File: config.mk
export PLATFORM = sky130hd
export DESIGN_NAME = control_decodificador
export DESIGN_NICKNAME = d
export VERILOG_FILES = /design/src/rtl/pkg_hamming.sv /design/src/rtl/contador_saturado.sv /design/src/rtl/control_decodificador.sv
export SDC_FILE = /design/constraint.sdc
export NUM_CORES = 1
export LEC_CHECK = 0
export ABC_CLOCK_PERIOD_IN_PS = 4710
export BUFFER_PORTS_ARGS = -buffer_cell sky130_fd_sc_hd__clkbuf_2
export CAP_MARGIN = 30
export CORE_ASPECT_RATIO = 0.6
export CORE_MARGIN = 2
export CORE_UTILIZATION = 57
export DETAILED_ROUTE_END_ITERATION = 8
export PLACE_DENSITY = 0.83
export SYNTH_ARGS = -nofsm -noshare
export SYNTH_HDL_FRONTEND = slang
export SYNTH_SLANG_ARGS = --single-unit
File: constraint.sdc
create_clock -name reloj -period 4.71 [get_ports reloj]
set_clock_uncertainty 0.05 [all_clocks]
set_input_delay 0.471 -clock reloj [delete_from_list [all_inputs] [get_ports reloj]]
set_output_delay 0.471 -clock reloj [all_outputs]
set_load 0.02 [all_outputs]
File: src/rtl/pkg_hamming.sv
// Shared types and helpers for the SECDED Hamming(8,4) decoder sequencer.
package pkg_hamming;

    typedef enum logic [1:0] {
        ESPERA   = 2'd0,
        APLICAR  = 2'd1,
        ENTREGAR = 2'd2
    } estado_t;

    // Bit 7 of the coded word carries the overall (even) parity.
    localparam int PARIDAD_GLOBAL = 7;

    typedef struct packed {
        logic [7:0] corregida;
        logic       err_simple;
        logic       err_doble;
    } resultado_t;

    // Data nibble sits at word bits {6,5,4,2}.
    function automatic logic [3:0] extraer_dato(input logic [7:0] w);
        return {w[6], w[5], w[4], w[2]};
    endfunction

    // SECDED decision: syn names the faulty position (1..7), st says the
    // overall parity is broken. Parity broken with a zero syndrome means
    // only the parity bit itself flipped; syndrome set with parity intact
    // means two bits flipped, which cannot be repaired.
    function automatic resultado_t corregir(input logic [7:0] recibido,
                                            input logic [2:0] syn,
                                            input logic       st);
        resultado_t r;
        r.corregida  = recibido;
        r.err_simple = 1'b0;
        r.err_doble  = 1'b0;
        if (st) begin
            r.err_simple = 1'b1;
            if (syn != 3'd0)
                r.corregida[syn - 3'd1] = ~recibido[syn - 3'd1];
            else
                r.corregida[PARIDAD_GLOBAL] = ~recibido[PARIDAD_GLOBAL];
        end else if (syn != 3'd0) begin
            r.err_doble = 1'b1;
        end
        return r;
    endfunction

endpackage

File: src/rtl/contador_saturado.sv
// Statistics counter that sticks at all-ones; clear wins over increment.
module contador_saturado #(
    parameter int CNT_W = 16
) (
    input  logic             reloj,
    input  logic             rst_n,
    input  logic             inc,
    input  logic             clr,
    output logic [CNT_W-1:0] cuenta
);

    // Count events, holding at the top value instead of wrapping.
    always_ff @(posedge reloj or negedge rst_n) begin
        if (!rst_n)
            cuenta <= '0;
        else if (clr)
            cuenta <= '0;
        else if (inc && (cuenta != '1))
            cuenta <= cuenta + CNT_W'(1);
    end

endmodule

File: src/rtl/control_decodificador.sv
// Sequencer around the Hamming(8,4) SECDED decoder: accepts a word, feeds the
// external decoder from registers, captures and corrects its verdict, hands
// the result out over a valid/ready handshake and keeps error statistics.
module control_decodificador
    import pkg_hamming::*;
#(
    parameter int CNT_W = 16
) (
    input  logic             reloj,
    input  logic             rst_n,
    input  logic             in_valid,
    output logic             in_ready,
    input  logic [7:0]       in_palabra,
    input  logic [3:0]       in_dato_error,
    output logic [7:0]       dec_palabra,
    output logic [3:0]       dec_dato_error,
    input  logic [7:0]       dec_recibido,
    input  logic             dec_s1,
    input  logic             dec_s2,
    input  logic             dec_s3,
    input  logic             dec_st,
    output logic             out_valid,
    input  logic             out_ready,
    output logic [7:0]       out_corregida,
    output logic [3:0]       out_dato,
    output logic             out_err_simple,
    output logic             out_err_doble,
    input  logic             clr_cnt,
    output logic [CNT_W-1:0] cnt_palabras,
    output logic [CNT_W-1:0] cnt_simple,
    output logic [CNT_W-1:0] cnt_doble
);

    estado_t    r_estado;
    estado_t    w_estado_sig;
    logic [7:0] r_dec_palabra;
    logic [3:0] r_dec_dato_error;
    logic [7:0] r_corregida;
    logic       r_err_simple;
    logic       r_err_doble;
    logic       w_acepta;
    logic       w_captura;
    logic       w_entrega;
    resultado_t w_resultado;

    // State register.
    // NOTE: sequential state uses non-blocking assignments so every register
    // samples pre-edge values, independent of block ordering.
    always_ff @(posedge reloj or negedge rst_n) begin
        if (!rst_n)
            r_estado <= ESPERA;
        else
            r_estado <= w_estado_sig;
    end

    // Next state and handshake strobes.
    // NOTE: every output is defaulted first so no path leaves one unassigned,
    // which would otherwise infer a latch.
    always_comb begin
        w_estado_sig = r_estado;
        in_ready     = 1'b0;
        out_valid    = 1'b0;
        w_acepta     = 1'b0;
        w_captura    = 1'b0;
        w_entrega    = 1'b0;
        case (r_estado)
            ESPERA: begin
                in_ready = 1'b1;
                if (in_valid) begin
                    w_acepta     = 1'b1;
                    w_estado_sig = APLICAR;
                end
            end
            APLICAR: begin
                w_captura    = 1'b1;
                w_estado_sig = ENTREGAR;
            end
            ENTREGAR: begin
                out_valid = 1'b1;
                if (out_ready) begin
                    w_entrega    = 1'b1;
                    w_estado_sig = ESPERA;
                end
            end
            default: w_estado_sig = ESPERA;
        endcase
    end

    // Operand registers driving the decoder; loaded only on acceptance.
    always_ff @(posedge reloj or negedge rst_n) begin
        if (!rst_n) begin
            r_dec_palabra    <= '0;
            r_dec_dato_error <= '0;
        end else if (w_acepta) begin
            r_dec_palabra    <= in_palabra;
            r_dec_dato_error <= in_dato_error;
        end
    end

    // Correction applied to the settled decoder outputs.
    always_comb begin
        w_resultado = corregir(dec_recibido, {dec_s3, dec_s2, dec_s1}, dec_st);
    end

    // Result registers, captured at the end of APLICAR and held while the
    // consumer stalls.
    always_ff @(posedge reloj or negedge rst_n) begin
        if (!rst_n) begin
            r_corregida  <= '0;
            r_err_simple <= 1'b0;
            r_err_doble  <= 1'b0;
        end else if (w_captura) begin
            r_corregida  <= w_resultado.corregida;
            r_err_simple <= w_resultado.err_simple;
            r_err_doble  <= w_resultado.err_doble;
        end
    end

    assign dec_palabra    = r_dec_palabra;
    assign dec_dato_error = r_dec_dato_error;
    assign out_corregida  = r_corregida;
    assign out_dato       = extraer_dato(r_corregida);
    assign out_err_simple = r_err_simple;
    assign out_err_doble  = r_err_doble;

    // Statistics move only on the result transfer edge.
    contador_saturado #(.CNT_W(CNT_W)) u_cnt_palabras (
        .reloj  (reloj),
        .rst_n  (rst_n),
        .inc    (w_entrega),
        .clr    (clr_cnt),
        .cuenta (cnt_palabras)
    );

    contador_saturado #(.CNT_W(CNT_W)) u_cnt_simple (
        .reloj  (reloj),
        .rst_n  (rst_n),
        .inc    (w_entrega & r_err_simple),
        .clr    (clr_cnt),
        .cuenta (cnt_simple)
    );

    contador_saturado #(.CNT_W(CNT_W)) u_cnt_doble (
        .reloj  (reloj),
        .rst_n  (rst_n),
        .inc    (w_entrega & r_err_doble),
        .clr    (clr_cnt),
        .cuenta (cnt_doble)
    );

endmodule

==> flow_summary.json <==
{
  "synth-simple-area-share": 0.225,
  "hold_buffers": 0,
  "grt_setup_unrepaired": "no",
  "synthArstFlopShare": 1.00,
  "maxCapViolations": 0,
  "vdd_drop_max_uv": 344,
  "core-area_mm2": 0.00656,
  "startpoint_type": "register",
  "synth_top_family_by_area": "simple AND/OR/NAND/NOR gates",
  "synth_fp_nets": 420,
  "synth_xor_area_frac": 0.0989,
  "crit_slowest_cell": "or4_1",
  "clock_latency_ps": 360,
  "worstPathRequired_ps": 4870,
  "slew_headroom": 0.342,
  "synth_ff_type": "dfrtp_1",
  "powerDensity_mw_per_mm2": 418,
  "synthTopCellsByArea": "dfrtp_1 (47%), xnor2_1 (6.7%), nor2_1 (5.2%), mux2_2 (4.4%), xor2_1 (3.2%)",
  "leakage_nw": 2.06,
  "post-route-min-period_ps": 2360,
  "dieHeight_um": 67.3,
  "ys_seq_area_frac": 0.473,
  "num-fill-cells": 516,
  "cts_tree": "done",
  "cts_buffer_depth": 2,
  "cp-end-kind": "register",
  "synth_area_mm2": 0.00381,
  "clkSinkCount": 72,
  "path_cells": "nand3b_1 > or4_1 > nor4_2 > xnor2_1 > nor2_1",
  "utilization": 0.698,
  "grt_pass1_vias": 3101,
  "clkTransAtPathRegs_ps": 80,
  "fin_crit_sh": 0.501,
  "dpl.hpwl_um": 6500,
  "synth-compound-area-share": 0.0814,
  "synth_cell_type_count": 48,
  "crit_type": "reg2reg",
  "hp-class": "in2async",
  "numCtsBuffers": 9,
  "clockRootBuffer": "clkbuf_8",
  "cts_resized": 0,
  "post-place-ws_ps": 2250,
  "io_buffers": 104,
  "detail_route.wl_per_cell_um": 15.6,
  "die_width_um": 110,
  "grt_max_degree": 50,
  "yosys_warnings": 0,
  "rows": 23,
  "setup_slack_ps": 2350,
  "cp_top_family": "simple AND/OR/NAND/NOR gates",
  "setup_viol": 0,
  "finalNetCount": 516,
  "start_util": 0.581,
  "synth_top_area_cell": "dfrtp_1",
  "io_pins": 105,
  "tightest_slew_ps": 987,
  "grt_usage": 0.260,
  "path_max_fanout": 11,
  "synth_top_area_frac": 0.473,
  "setup_tns_ps": 0,
  "syn_to_final_growth_pct": 20.2,
  "max_stage_delay_ps": 750,
  "yosys.area_share.adder": 0.0164,
  "drt_iter0_markers": 273,
  "syn_avg_cell_area_um2": 9.87,
  "post_dp_cell_area_mm2": 0.00435,
  "max_freq_mhz": 424,
  "drt_pass1_iterations": 5,
  "cp.arrival_ps": 2520,
  "slew_viol_final": 0,
  "vias": 3271,
  "synth_cells": 386,
  "ant_nets": 0,
  "die_area_mm2": 0.00738,
  "synth_mux_area_frac": 0.0719,
  "drc_errors": 0,
  "cts_setup_buffers": 0,
  "synth.ff_latch_count": 72,
  "critPathBufInv": 0,
  "vias_per_cell": 5.70,
  "wl_um": 8950,
  "status": "completed",
  "grt_pass1_wl_um": 14600,
  "gr-total-overflow": 0,
  "antenna_found_initial": 0,
  "ctsHtreeMaxLevel": 3,
  "synth_edf_count": 0,
  "place_congestion": 0.899,
  "whs_ps": 121,
  "drive_above_1_share": 0.298,
  "hold_violations": 0,
  "final_area_mm2": 0.00458,
  "diodes": 0
}
through the flow:
step                power, W  instances
finish               0.00191        574
global route         0.00200        574
CTS                  0.00193        574
detailed placement   0.00136        558
global placement     0.00134        558
floorplan            0.00119        386
report_power, final:
| part | internal, W | total [W] | leakage [nW] | switching, W |
|---|---|---|---|---|
| clock network | 0.000328 | 0.000564 | 0.113 | 0.000236 |
| logic | 0.000203 | 0.000542 | 0.989 | 0.000340 |
| registers | 0.000726 | 0.000806 | 0.958 | 0.0000807 |
| total | 0.00126 | 0.00191 | 2.06 | 0.000657 |
layer usage:
layer	GRT usage	up-vias	wire, um
li1	-	1559	-
met2	0.394	139	3990
met5	0	-	0
met4	0.0918	0	99
met3	0.0763	13	687
met1	0.357	1560	4170
cells in the final DEF, fill, tap and decap left out, types with 5 or more instances in the layout:
cell type	netlist	routed
inv_1	7	7
o21ai_0	17	17
mux2i_1	6	6
and4_1	6	6
nand4_1	9	9
nor4_1	6	6
xor2_1	14	14
a21oi_1	11	11
nor2_1	53	53
xnor2_1	29	29
nand2_1	29	29
clkbuf_2	0	103
dfrtp_1	72	72
ha_1	5	5
clkbuf_8	0	11
a211oi_1	5	5
mux2_2	15	15
nand3_1	17	17
nor3_1	18	18
final timing paths:
check / startpoint / to / slack [ps] / cells after the start
max: r_estado[0]$_DFFE_PN0P_ / u_cnt_doble.cuenta[15]$_DFFE_PN0P_ / 2350 / 5
min: rst_n / u_cnt_palabras.cuenta[9]$_DFFE_PN0P_ / 120 / 1
max reg2reg: r_estado[0]$_DFFE_PN0P_ / u_cnt_doble.cuenta[15]$_DFFE_PN0P_ / 2350 / 5
min reg2reg: out_corregida[7]$_DFFE_PN0N_ / out_corregida[7]$_DFFE_PN0N_ / 440 / 2
max in group asynchronous: rst_n / u_cnt_doble.cuenta[2]$_DFFE_PN0P_ / 3490 / 2
min in group reloj: in_palabra[0] / dec_palabra[0]$_DFFE_PN0P_ / 300 / 2
Yosys cell counts (6+ instances only):
cell	count
a21oi_1	11
nand2_1	29
nor4_1	6
inv_1	7
nor3_1	18
clkbuf_1	12
xnor2_1	29
nand3_1	17
o21ai_0	17
xor2_1	14
dfrtp_1	72
mux2_2	15
mux2i_1	6
nand4_1	9
and4_1	6
nor2_1	53
logic make-up after synthesis:
kind of cell    count (synthesis)
compound gates                 50
xor+xnor                       43
fa+ha+maj                       5
buf+inv                        27
flops                          72
mux                            23
simple gates                  166
worst reg2reg max path: cells and delay by family, from the launching register on:
family / cells / cell delay, ps
DFF: 1 / 430
xor gates and xnor gates: 1 / 170
and+or+nand+nor: 4 / 1560
area by class of cell:
type,count,area (um^2),area share
clock buffer,12,155,0.0339
timing repair buffer,105,528,0.115
multi-input combinational,287,1880,0.411
inverter,7,26.3,0.00574
clock inverter,4,76.3,0.0167
sequential,72,1800,0.394
tap,87,109,0.0238
sequential cells by signal, summed over array words and instances (netlist names):
register,flops
out_corregida,8
dec_dato_error,4
u_cnt_doble.cuenta,16
out_err_simple,1
out_err_doble,1
u_cnt_simple.cuenta,16
r_estado,2
u_cnt_palabras.cuenta,16
dec_palabra,8
Power figures use the tool's default switching activity.
